==> src/rtl/hilo_muldiv_unit.sv <==
`default_nettype none
// ============================================================================
// hilo_muldiv_unit : multi-cycle MULT/MULTU/DIV unit owning the HI/LO registers
// Revision 1.0
// ============================================================================
module hilo_muldiv_unit #(
    parameter int WIDTH = 32
) (
    input  logic             clk,
    input  logic             rst_n,
    input  logic             start,
    input  logic [3:0]       alu_ctl,
    input  logic             hilo_enable,
    input  logic [WIDTH-1:0] op_a,
    input  logic [WIDTH-1:0] op_b,
    output logic             busy,
    output logic             done,
    output logic [WIDTH-1:0] hi,
    output logic [WIDTH-1:0] lo
);

    localparam logic [1:0] ST_IDLE   = 2'd0;
    localparam logic [1:0] ST_RUN    = 2'd1;
    localparam logic [1:0] ST_FIX    = 2'd2;
    localparam logic [3:0] CTL_DIV   = 4'd13;
    localparam logic [3:0] CTL_MULT  = 4'd14;
    localparam logic [3:0] CTL_MULTU = 4'd15;
    localparam int         CW        = (WIDTH > 1) ? $clog2(WIDTH) : 1;
    localparam logic [CW-1:0] LAST   = CW'(WIDTH - 1);

    logic [1:0]         state, state_next;
    logic [CW-1:0]      cnt;
    logic [WIDTH-1:0]   acc, low, opnd;
    logic               is_div, neg_lo, neg_hi;
    logic               fix_cycle, accept, op_valid;
    logic               is_signed, a_neg, b_neg;
    logic [WIDTH-1:0]   a_mag, b_mag;
    logic [WIDTH:0]     mul_sum, div_shift, div_trial;
    logic [2*WIDTH-1:0] prod, prod_fix;
    logic [WIDTH-1:0]   quo_fix, rem_fix;

    assign op_valid = (alu_ctl == CTL_DIV) || (alu_ctl == CTL_MULT) || (alu_ctl == CTL_MULTU);
    assign accept   = start && hilo_enable && (state == ST_IDLE) && op_valid;

    always_ff @(posedge clk or negedge rst_n) begin
        if (!rst_n) state <= ST_IDLE;
        else        state <= state_next;
    end

    always_comb begin
        state_next = state;
        case (state)
            ST_IDLE: if (accept) state_next = ST_RUN;
            ST_RUN:  if (cnt == LAST) state_next = ST_FIX;
            ST_FIX:  state_next = ST_IDLE;
            default: state_next = ST_IDLE;
        endcase
    end

    always_comb begin
        busy      = (state != ST_IDLE);
        fix_cycle = (state == ST_FIX);
    end

    always_comb begin
        is_signed = (alu_ctl != CTL_MULTU);
        a_neg     = is_signed && op_a[WIDTH-1];
        b_neg     = is_signed && op_b[WIDTH-1];
        a_mag     = a_neg ? (~op_a + WIDTH'(1)) : op_a;
        b_mag     = b_neg ? (~op_b + WIDTH'(1)) : op_b;
        // Multiply: add multiplicand when multiplier LSB set, then shift {acc,low} right.
        mul_sum   = {1'b0, acc} + (low[0] ? {1'b0, opnd} : {(WIDTH+1){1'b0}});
        // Divide: shift next dividend bit into the partial remainder and trial-subtract.
        div_shift = {acc, low[WIDTH-1]};
        div_trial = div_shift - {1'b0, opnd};
        prod      = {acc, low};
        prod_fix  = neg_lo ? (~prod + (2*WIDTH)'(1)) : prod;
        quo_fix   = neg_lo ? (~low + WIDTH'(1)) : low;
        rem_fix   = neg_hi ? (~acc + WIDTH'(1)) : acc;
    end

    always_ff @(posedge clk or negedge rst_n) begin
        if (!rst_n) begin
            cnt    <= '0;
            acc    <= '0;
            low    <= '0;
            opnd   <= '0;
            is_div <= 1'b0;
            neg_lo <= 1'b0;
            neg_hi <= 1'b0;
            hi     <= '0;
            lo     <= '0;
            done   <= 1'b0;
        end else begin
            done <= fix_cycle;
            case (state)
                ST_IDLE: begin
                    if (accept) begin
                        cnt    <= '0;
                        acc    <= '0;
                        is_div <= (alu_ctl == CTL_DIV);
                        if (alu_ctl == CTL_DIV) begin
                            low    <= a_mag;
                            opnd   <= b_mag;
                            // A zero divisor must leave the all-ones quotient un-negated.
                            neg_lo <= (a_neg ^ b_neg) && (op_b != '0);
                            neg_hi <= a_neg;
                        end else begin
                            low    <= b_mag;
                            opnd   <= a_mag;
                            neg_lo <= a_neg ^ b_neg;
                            neg_hi <= 1'b0;
                        end
                    end
                end
                ST_RUN: begin
                    cnt <= cnt + CW'(1);
                    if (is_div) begin
                        if (!div_trial[WIDTH]) begin
                            acc <= div_trial[WIDTH-1:0];
                            low <= {low[WIDTH-2:0], 1'b1};
                        end else begin
                            acc <= div_shift[WIDTH-1:0];
                            low <= {low[WIDTH-2:0], 1'b0};
                        end
                    end else begin
                        acc <= mul_sum[WIDTH:1];
                        low <= {mul_sum[0], low[WIDTH-1:1]};
                    end
                end
                ST_FIX: begin
                    if (is_div) begin
                        hi <= rem_fix;
                        lo <= quo_fix;
                    end else begin
                        hi <= prod_fix[2*WIDTH-1:WIDTH];
                        lo <= prod_fix[WIDTH-1:0];
                    end
                end
                default: ;
            endcase
        end
    end

endmodule
`default_nettype wire

==> config.mk <==
export PLATFORM = sky130hd
export DESIGN_NAME = hilo_muldiv_unit
export DESIGN_NICKNAME = d
export VERILOG_FILES = /design/src/rtl/hilo_muldiv_unit.sv
export SDC_FILE = /design/constraint.sdc
export NUM_CORES = 1
export LEC_CHECK = 0
export ABC_CLOCK_PERIOD_IN_PS = 5250
export CAP_MARGIN = 30
export CORE_UTILIZATION = 40
export CTS_CLUSTER_SIZE = 8
export DETAILED_ROUTE_END_ITERATION = 6
export MAX_ROUTING_LAYER = met4
export PLACE_DENSITY_LB_ADDON = 0.08
export SYNTH_ARGS = -nofsm -noshare
export SYNTH_HDL_FRONTEND = slang
export SYNTH_SLANG_ARGS = --single-unit
==> constraint.sdc <==
create_clock -name clk -period 5.25 [get_ports clk]
set_clock_uncertainty 0.1 [all_clocks]
set_input_delay 1.575 -clock clk [delete_from_list [all_inputs] [get_ports clk]]
set_output_delay 1.575 -clock clk [all_outputs]
set_load 0.005 [all_outputs]
## Yosys cells after proc, flatten, opt, wreduce, memory -nomap -nowiden

Index checks and enable logic that the tools add are counted.

- Register bits after elaboration: 171
- Bits in latches: 0
- Memory bits (writable): 0
- ROM bits: 0
- Bits of input ports: 72
- Word-level logic and storage cells: 74
- Memories: 0

- Add/sub/neg operators: 8
- Multiply operators: 0
- Divide/modulo/power cells: 0
- $lt $le $gt $ge: 0
- Equal/unequal tests: 9
- Shifts and indexed selects: 0
- Muxes and demuxes: 25
- Bitwise operators: 6
- Reductions and logical operators: 15

Operators with widths:

| kind | count |
|---|---|
| 32-bit two-way mux | 14 |
| 32-bit by 1-bit adder with 32-bit output (second input constant) | 4 |
| 32-bit NOT | 4 |
| 32-bit case mux with 2 select lines | 2 |
| 64-bit by 1-bit adder with 64-bit output (second input constant) | 1 |
| 64-bit two-way mux | 1 |
| 64-bit NOT | 1 |
| 32-bit by 32-bit adder with 33-bit output | 1 |
| 33-bit by 32-bit subtractor with 33-bit output | 1 |
| 32-bit nonzero test | 1 |
| 4-bit == test (second input constant) | 3 |
| 5-bit case mux with 2 select lines | 1 |
| 1-bit logical AND | 6 |
| 2-bit AND reduction | 3 |
| 5-bit by 1-bit adder with 5-bit output (second input constant) | 1 |
| 5-bit == test (second input constant) | 1 |
| 5-bit two-way mux | 1 |
| 2-bit two-way mux | 2 |
| 2-bit != test (second input constant) | 2 |
| 4-bit != test (second input constant) | 1 |
| 2-bit case mux with 2 select lines | 1 |
| 2-bit nonzero test | 2 |
| 1-bit two-way mux | 3 |
| 2-bit by 1-bit == test with 1-bit output (second input constant) | 1 |
| 4 further kinds | 5 |

## Longest topological paths before layout

Gate-level depths: netlist of the first run.

- Depth in word-level cells: 6
- Depth in mapped cells: 14
- Gate-level depth less buffers: 13

## Least setup slack after synthesis of the first run

No wires, ideal clock.

- Path type: input to register
- From: input op_a[6]
- To: register low[29]
- Setup time: 0.083 ns
- Arrival time: 3.860 ns
- Setup slack: 1.207 ns
- Cell stages on the path: 8
- Cells stage by stage: or4_1 > nor3_1 > nand2_1 > or4_1 > o41ai_1 > xnor2_1 > a21oi_1 > o21ai_0

- Longest elaborated chain between the ends: 6

RTL lines:

| item | RTL line | text |
|---|---|---|
| from (decl) | 14 | `input logic [WIDTH-1:0] op_a,` |
| 32-bit NOT | 69 | `a_mag = a_neg ? (~op_a + WIDTH'(1)) : op_a;` |
| 32-bit by 1-bit adder with 32-bit output | 69 |  |
| 32-bit two-way mux | 69 |  |
| 32-bit two-way mux | 102 | `if (alu_ctl == CTL_DIV) begin` |
| 32-bit two-way mux | 98 | `if (accept) begin` |
| 32-bit case mux with 2 select lines | 96 | `case (state)` |
| to (signal assigned) | 103 | `low <= a_mag;` |
| to (signal assigned) | 109 | `low <= b_mag;` |
| to (signal assigned) | 121 | `low <= {low[WIDTH-2:0], 1'b1};` |
| to (decl) | 33 | `logic [WIDTH-1:0] acc, low, opnd;` |

No other way between the ends. The select of a mux whose other input is x is not followed.
A chain may end at the register's enable or synchronous reset.

## Worst setup path in the final report of the first run

- From: input op_a[16]
- To: register low[26]

Same word-level chain as after synthesis.

==> results_tabular.tex, run 1 <==
\begin{tabular}{lr}
\hline
Metric & Value \\
\hline
\multicolumn{2}{l}{\textbf{Routing}} \\
\quad DRC violation count after routing & 0 \\
\quad Total number of vias & 13458 \\
\quad Number of violations reported at the end of detailed-routing iteration 0 & 881 \\
\quad Post-DR wirelength/cell & 20.9 µm \\
\quad Remaining antenna violation count after routing & 0 \\
\quad Routed via count divided by cell count & 5.85 \\
\quad Count of TritonRoute iterations in the first routing pass & 7 \\
\quad Total wire length after detailed routing & 48100 µm \\
\multicolumn{2}{l}{\textbf{Die}} \\
\quad Die width & 189 µm \\
\quad Die span in y & 189 µm \\
\quad Floorplan Core Area & 0.0345 mm² \\
\quad Placement row count & 68 \\
\quad Starting utilization of the core area & 40.7\% \\
\quad I/O pin count & 138 \\
\quad DIE AREA & 0.0359 mm² \\
\multicolumn{2}{l}{\textbf{Logic synthesis}} \\
\quad Syn Std Cell Area & 0.0141 mm² \\
\quad Mean instance size in the synthesized netlist & 8.11 µm² \\
\quad Cells after Synth & 1734 \\
\quad Ys flop type & sky130\_fd\_sc\_hd\_\_dfrtp\_1 \\
\quad Library cells used by synthesis & 78 \\
\quad \#FFs+latches synth & 171 \\
\quad Ys Warns & 0 \\
\quad Synthesized net count & 1878 \\
\quad Share of synthesized flip-flops with an asynchronous set or reset & 100\% \\
\quad Sequential share of the synthesized area & 30.4\% \\
\quad Number of flops mapped to enable cells by yosys & 0 \\
\multicolumn{2}{l}{\textbf{Global routing}} \\
\quad Maximum number of pins on one net before global-route repair & 85 \\
\quad Met2 Resource Use GR & 42.1\% \\
\quad Most heavily used metal layer in global routing & met2 \\
\quad Number of global-route vias before repair & 12668 \\
\quad GR Overflow Total & 0 \\
\quad Routing usage on met3 & 3.54\% \\
\quad Met1 track demand over resource & 39.7\% \\
\quad Total Routing Usage GR & 28.2\% \\
\quad Global-route wire length before repair & 75000 µm \\
\quad Initial antenna violation count & 0 \\
\multicolumn{2}{l}{\textbf{Placement}} \\
\quad Placement Setup Slack & 0.439 ns \\
\quad Buffers on Ports & 137 \\
\quad Sum of net half-perimeters after detailed placement & 37400 µm \\
\quad Instance area at placement & 0.0159 mm² \\
\quad Final weighted congestion of routability-driven global placement & 0.921 \\
\multicolumn{2}{l}{\textbf{Worst setup path}} \\
\quad Largest fanout on the critical path & 5 \\
\quad Startpoint Class & input pin \\
\quad Beginning of the critical path & op\_a[16] \\
\quad Startpoint of the lowest-slack register-to-register path & low[0] \\
\quad Critical Path Max Stage Delay & 0.58 ns \\
\quad Flop-to-flop setup slack & 1.17 ns \\
\quad Depth of the most critical reg-to-reg path & 13 \\
\quad Ordered list of cells on the worst path & clkdlybuf4s50\_1, or4\_1, nor4\_1, nand2b\_1, nor4\_1, nor2\_1, xor2\_1, nor2\_1, a211oi\_1, a311o\_1 \\
\quad Slowest stage cell on the critical path & sky130\_fd\_sc\_hd\_\_or4\_1 \\
\quad Endpoint required time on the critical path & 5.54 ns \\
\quad Type of destination of the critical path & flop \\
\quad Setup Crit Path Kind & in -> reg \\
\quad Critical path arrival & 4.71 ns \\
\quad Reg2Reg Capture Point & acc[31] \\
\multicolumn{2}{l}{\textbf{Clock tree}} \\
\quad CTS H-Tree Depth & 4 \\
\quad Number of gates resized after cts & 0 \\
\quad TritonCTS buffer count & 17 \\
\quad Hold-fix buffer count after cts & 0 \\
\quad Clock Sinks & 171 \\
\quad CTS tree & built \\
\quad Clock latency on the worst-skew pair & 0.46 ns \\
\quad Maximum number of buffers from clock root to sink & 2 \\
\quad Post-CTS setup buffer count & 0 \\
\quad CTS root buffer & sky130\_fd\_sc\_hd\_\_clkbuf\_16 \\
\quad Clk slew on worst S/H paths & 0.07 ns \\
\multicolumn{2}{l}{\textbf{Timing}} \\
\quad Rel. slew slack & 36.9\% \\
\quad Final worst-path setup slack & 0.825 ns \\
\quad Setup Viol. Count Final & 0 \\
\quad Pins over their slew limit & 0 \\
\quad Fin. Hold Viols & 0 \\
\quad Final critical-path required period & 4.42 ns \\
\quad Final clock period utilization by the worst path & 84.3\% \\
\quad Setup TNS & 0 ns \\
\quad Unrepaired setup endpoints after global routing & false \\
\quad Fmax & 226 MHz \\
\quad Least-Margin Pin Slew & 0.944 ns \\
\quad Hold slack final & 0.376 ns \\
\multicolumn{2}{l}{\textbf{Pwr}} \\
\quad Power Dens Cells & 621 mW/mm² \\
\quad Int Pwr & 5190 µW \\
\quad Fraction of power consumed by sequential logic & 24.7\% \\
\quad Switching power & 5090 µW \\
\quad Net Sw Frac & 49.5\% \\
\quad Static Leak & 0.00691 µW \\
\quad Worst supply voltage drop on vdd & 0.000479 V \\
\quad Combinational cell fraction of total power & 61.9\% \\
\quad Portion of total power attributed to the clock network & 13.5\% \\
\multicolumn{2}{l}{\textbf{Finish}} \\
\quad FF/Latch Area & 0.00428 mm² \\
\quad Final core area utilization & 47.9\% \\
\quad Area of all placed cells without fillers & 0.0166 mm² \\
\quad Layout Area Growth over Synthesis & 17.8\% \\
\quad Total inserted antenna cells & 0 \\
\quad Share of post-route cells with drive strength above 1 & 5.80\% \\
\quad Filler Cells Inserted & 3497 \\
\quad Commonest cells after routing, fill and taps aside & sky130\_fd\_sc\_hd\_\_o21ai\_0, sky130\_fd\_sc\_hd\_\_nand2\_1, sky130\_fd\_sc\_hd\_\_dfrtp\_1 \\
\quad Most common cell after layout, fill and taps aside & sky130\_fd\_sc\_hd\_\_o21ai\_0 \\
\quad Nets@finish & 1977 \\
\quad Area of the multi-input gates & 0.00916 mm² \\
\multicolumn{2}{l}{\textbf{Min path}} \\
\quad Min-delay src & lo[28] \\
\quad Cell count of the worst hold path & 2 \\
\quad Min-Delay Endpoint & lo[28] \\
\quad Class of the most critical hold timing path & reg -> reg \\
\multicolumn{2}{l}{\textbf{Run}} \\
\quad Number of max-cap violations & 0 \\
\multicolumn{2}{l}{\textbf{Outcome}} \\
\quad Outcome & finished clean \\
\hline
\end{tabular}
## worst max path at each step
stage,endpoint,depth (start not counted)
final,low[26],10
after floorplan,low[29],8
after global routing,low[26],13
after CTS,low[26],13
after global placement,low[29],9
after detailed placement,low[26],13
## registers in the layout, indices dropped and copies added (netlist names)
register	flops
acc	32
hi	32
lo	32
low	32
opnd	32
cnt	5
state	2
done	1
is_div	1
neg_hi	1
neg_lo	1
## cell type report
type | count | share of cell area (%)
Clock buffer | 21 | 2.78
Clock inverter | 11 | 0.952
Inverter | 64 | 1.45
Multi-Input combinational cell | 1407 | 55.3
Sequential cell | 171 | 25.9
Tap cell | 455 | 3.44
Timing Repair Buffer | 172 | 10.2
## power groups by stage
stage | Clock (µW) | Combinational (µW) | Sequential (µW)
after floorplan | 0 | 4870 | 2090
after global placement | 0 | 6230 | 2540
after detailed placement | 0 | 6290 | 2540
after CTS | 1410 | 6320 | 2510
after global routing | 1460 | 7070 | 2580
final | 1380 | 6360 | 2530
## per-layer routing
metal / routed length, µm / vias up
li1: - / 6493
met1: 22900 / 6473
met2: 21100 / 432
met3: 3000 / 60
met4: 1130 / 0
met5: 0 / -
## kinds of logic (layout without fill, tap and decap cells)
logic type	Yosys count	in the layout	share of synthesized area, %
DFF	171	171	30.4
and+or+nand+nor	521	521	17.4
AOI/OAI and AO/OA	583	583	26.1
xor gates and xnor gates	171	171	10.7
muxes	60	60	4.31
adders and majority gates	72	72	6.51
buffers and inverters	156	268	4.63
## worst max-delay path, delay by kind of cell
family / cells / cell delay (ns)
simple gates: 6 / 2.00
compound gates: 2 / 0.43
xor+xnor: 1 / 0.19
buf+inv: 1 / 0.52
## per-stage QoR
step           std cells  power (µW)
2_1_floorplan       1734        6960
3_3_place_gp        2266        8770
3_5_place_dp        2269        8820
4_1_cts             2301       10200
5_1_grt             2301       11100
6_report            2301       10300
## cells in the mapped netlist, types with 5 or more instances
| master | n | area (µm²) |
|---|---|---|
| sky130_fd_sc_hd__o21ai_0 | 190 | 951 |
| sky130_fd_sc_hd__nand2_1 | 187 | 702 |
| sky130_fd_sc_hd__dfrtp_1 | 171 | 4280 |
| sky130_fd_sc_hd__nor2_1 | 152 | 571 |
| sky130_fd_sc_hd__a21oi_1 | 125 | 626 |
| sky130_fd_sc_hd__xor2_1 | 86 | 753 |
| sky130_fd_sc_hd__xnor2_1 | 85 | 744 |
| sky130_fd_sc_hd__clkbuf_1 | 72 | 270 |
| sky130_fd_sc_hd__ha_1 | 70 | 876 |
| sky130_fd_sc_hd__inv_1 | 64 | 240 |
| sky130_fd_sc_hd__mux2i_1 | 56 | 561 |
| sky130_fd_sc_hd__a211oi_1 | 55 | 413 |
| sky130_fd_sc_hd__a22oi_1 | 37 | 278 |
| sky130_fd_sc_hd__a21o_1 | 31 | 233 |
| sky130_fd_sc_hd__o31ai_1 | 26 | 195 |
| sky130_fd_sc_hd__nor3_1 | 24 | 120 |
| sky130_fd_sc_hd__nand3_1 | 22 | 110 |
| sky130_fd_sc_hd__nand2b_1 | 17 | 106 |
| sky130_fd_sc_hd__nor4_1 | 17 | 106 |
| sky130_fd_sc_hd__a31oi_1 | 16 | 100 |
| sky130_fd_sc_hd__or4_1 | 15 | 113 |
| sky130_fd_sc_hd__and2_1 | 14 | 87.6 |
| sky130_fd_sc_hd__o211ai_1 | 13 | 97.6 |
| sky130_fd_sc_hd__o21a_1 | 13 | 97.6 |
| sky130_fd_sc_hd__or2_2 | 11 | 68.8 |
| sky130_fd_sc_hd__nand4_1 | 10 | 62.6 |
| sky130_fd_sc_hd__nor2b_1 | 10 | 62.6 |
| sky130_fd_sc_hd__o41ai_1 | 9 | 78.8 |
| sky130_fd_sc_hd__or3_1 | 9 | 56.3 |
| sky130_fd_sc_hd__and3_1 | 8 | 50.1 |
| sky130_fd_sc_hd__buf_1 | 8 | 30.0 |
| sky130_fd_sc_hd__o21bai_1 | 8 | 60.1 |
| sky130_fd_sc_hd__o221ai_1 | 7 | 61.3 |
| sky130_fd_sc_hd__a221oi_1 | 6 | 52.6 |
| sky130_fd_sc_hd__o2111ai_1 | 6 | 52.6 |
| sky130_fd_sc_hd__a211o_1 | 5 | 43.8 |
| sky130_fd_sc_hd__a21boi_0 | 5 | 37.5 |
(Power assumes the default switching activity.)
==> inputs of run 2 (changes only) <==
--- a/config.mk
+++ b/config.mk
@@ -5,7 +5,7 @@
 export SDC_FILE = /design/constraint.sdc
 export NUM_CORES = 1
 export LEC_CHECK = 0
-export ABC_CLOCK_PERIOD_IN_PS = 5250
+export ABC_CLOCK_PERIOD_IN_PS = 3750
 export CAP_MARGIN = 30
 export CORE_UTILIZATION = 40
 export CTS_CLUSTER_SIZE = 8
==> constraint.sdc (replaced) <==
create_clock -name clk -period 3.75 [get_ports clk]
set_clock_uncertainty 0.1 [all_clocks]
set_input_delay 1.125 -clock clk [delete_from_list [all_inputs] [get_ports clk]]
set_output_delay 1.125 -clock clk [all_outputs]
set_load 0.005 [all_outputs]
==> results_tabular.tex, run 2 (same netlist as run 1, synthesis figures left out) <==
\begin{tabular}{lr}
\hline
Metric & Value \\
\hline
\multicolumn{2}{l}{\textbf{Clock tree}} \\
\quad CTS root buffer & sky130\_fd\_sc\_hd\_\_clkbuf\_16 \\
\quad TritonCTS buffer count & 17 \\
\quad Hold-fix buffer count after cts & 0 \\
\quad CTS H-Tree Depth & 4 \\
\quad Clk slew on worst S/H paths & 0.07 ns \\
\quad Post-CTS setup buffer count & 0 \\
\quad CTS tree & built \\
\quad Maximum number of buffers from clock root to sink & 2 \\
\quad Clock Sinks & 171 \\
\quad Clock latency on the worst-skew pair & 0.46 ns \\
\multicolumn{2}{l}{\textbf{Pwr}} \\
\quad Power Dens Cells & 833 mW/mm² \\
\quad Static Leak & 0.00776 µW \\
\quad Sum of internal, switching and leakage power & 14900 µW \\
\quad Worst supply voltage drop on vdd & 0.000505 V \\
\multicolumn{2}{l}{\textbf{Die}} \\
\quad Placement row count & 68 \\
\quad Die width & 189 µm \\
\quad Starting utilization of the core area & 40.7\% \\
\quad Floorplan Core Area & 0.0345 mm² \\
\quad DIE AREA & 0.0359 mm² \\
\quad I/O pin count & 138 \\
\quad Die span in y & 189 µm \\
\multicolumn{2}{l}{\textbf{Routing}} \\
\quad Remaining antenna violation count after routing & 0 \\
\quad DRC violation count after routing & 0 \\
\quad Routed via count divided by cell count & 5.66 \\
\quad Number of violations reported at the end of detailed-routing iteration 0 & 952 \\
\quad Total number of vias & 14014 \\
\quad Total wire length after detailed routing & 49600 µm \\
\quad Count of TritonRoute iterations in the first routing pass & 5 \\
\quad Post-DR wirelength/cell & 20.0 µm \\
\multicolumn{2}{l}{\textbf{Finish}} \\
\quad Final cell count without fillers & 2477 \\
\quad Commonest cells after routing, fill and taps aside & sky130\_fd\_sc\_hd\_\_buf\_4, sky130\_fd\_sc\_hd\_\_nand2\_1, sky130\_fd\_sc\_hd\_\_o21ai\_0 \\
\quad Most common cell after layout, fill and taps aside & sky130\_fd\_sc\_hd\_\_buf\_4 \\
\quad Total inserted antenna cells & 0 \\
\quad Nets@finish & 2153 \\
\quad Layout Area Growth over Synthesis & 27.7\% \\
\quad Share of post-route cells with drive strength above 1 & 14.8\% \\
\multicolumn{2}{l}{\textbf{Run}} \\
\quad Number of max-cap violations & 0 \\
\multicolumn{2}{l}{\textbf{Placement}} \\
\quad Final weighted congestion of routability-driven global placement & 0.964 \\
\quad Placement Setup Slack & -0.442 ns \\
\quad \# placed instances & 2445 \\
\quad Buffers on Ports & 137 \\
\quad Sum of net half-perimeters after detailed placement & 39700 µm \\
\multicolumn{2}{l}{\textbf{Timing}} \\
\quad Final worst-path setup slack & 0.103 ns \\
\quad Setup TNS & 0 ns \\
\quad Setup Viol. Count Final & 0 \\
\quad Hold slack final & 0.376 ns \\
\quad Fmax & 274 MHz \\
\quad Least-Margin Pin Slew & 0.806 ns \\
\quad Final critical-path required period & 3.65 ns \\
\quad Rel. slew slack & 46.0\% \\
\quad Fin. Hold Viols & 0 \\
\quad Final clock period utilization by the worst path & 97.3\% \\
\quad Pins over their slew limit & 0 \\
\quad Unrepaired setup endpoints after global routing & true \\
\multicolumn{2}{l}{\textbf{Global routing}} \\
\quad Total Routing Usage GR & 29.1\% \\
\quad Met1 track demand over resource & 41.2\% \\
\quad Maximum number of pins on one net before global-route repair & 67 \\
\quad Routing usage on met3 & 2.98\% \\
\quad Number of global-route vias before repair & 13492 \\
\quad Most heavily used metal layer in global routing & met2 \\
\quad Initial antenna violation count & 0 \\
\quad Met2 Resource Use GR & 44.4\% \\
\quad GR Overflow Total & 0 \\
\quad Global-route wire length before repair & 78200 µm \\
\multicolumn{2}{l}{\textbf{Worst setup path}} \\
\quad Ordered list of cells on the worst path & clkdlybuf4s50\_1, inv\_1, ha\_1, nand2b\_1, or4\_1, nand4b\_1, or2\_2, o31ai\_1, xor2\_1, a211oi\_1, a311o\_1 \\
\quad Top delay family on crit path & simple AND/OR/NAND/NOR gates \\
\quad Setup Crit Path Kind & in -> reg \\
\quad Type of destination of the critical path & flop \\
\quad Largest fanout on the critical path & 3 \\
\quad Count of buffering cells on the critical path with inverters included & 2 \\
\quad Critical Path Max Stage Delay & 0.45 ns \\
\quad Endpoint required time on the critical path & 3.99 ns \\
\quad Slowest stage cell on the critical path & sky130\_fd\_sc\_hd\_\_or4\_1 \\
\quad Critical path arrival & 3.88 ns \\
\quad Startpoint Class & input pin \\
\multicolumn{2}{l}{\textbf{Outcome}} \\
\quad Outcome & finished clean \\
\multicolumn{2}{l}{\textbf{Min path}} \\
\quad Class of the most critical hold timing path & reg -> reg \\
\hline
\end{tabular}
==> run 2: final timing paths <==
| check | slack [ns] | cells after the start | start | to |
|---|---|---|---|---|
| max | 0.10 | 11 | op_b[0] | low[26] |
| min | 0.38 | 2 | hi[4] | hi[4] |
| max reg2reg | 0.14 | 12 | low[0] | hi[30] |
| min reg2reg | 0.38 | 2 | hi[4] | hi[4] |
| max in group asynchronous | 2.20 | 2 | rst_n | done |
| min in group asynchronous | 0.57 | 1 | rst_n | lo[11] |
==> run 2: worst register-to-register path: cells and delay by family, from the launching register on <==
| kind | cells | cell delay (ns) |
|---|---|---|
| AOI/OAI and AO/OA | 3 | 0.37 |
| xor gates and xnor gates | 1 | 0.19 |
| adders and majority gates | 1 | 0.17 |
| buffers and inverters | 2 | 0.29 |
| DFF | 1 | 0.38 |
| and+or+nand+nor | 5 | 1.97 |
==> run 2: report_power, final <==
part	leakage, µW	switching, µW	internal [µW]
sequential	0.00202	625	2400
clock	0.000293	895	957
combinational	0.00545	5800	4270
==> run 2: metal layers <==
metal  wire length [µm]  share of wire, %
met5                  0                 0
met4                971               2.0
met3               2360               4.8
met2              21800                44
met1              24400                49
==> run 2: stage by stage <==
stage                     instance area, µm²  util, %
after floorplan                        14100        -
after global placement                 17200     49.9
after detailed placement               17300     50.0
after CTS                              17900     51.7
after global routing                   18000     52.0
final                                  18000     52.0
==> run 2: layout make-up <==
type	instances	area, µm²
Inverter	64	240
Sequential cell	171	4280
Clock inverter	15	174
Multi-Input combinational cell	1407	9230
Timing Repair Buffer	348	3040
Fill cell	3371	16600
Tap cell	455	569
Clock buffer	17	425
==> run 2: what timing repair did <==
action	CTS	global route
gates resized for setup	0	21
hold endpoints to repair	0	0
setup endpoints to repair	0	22
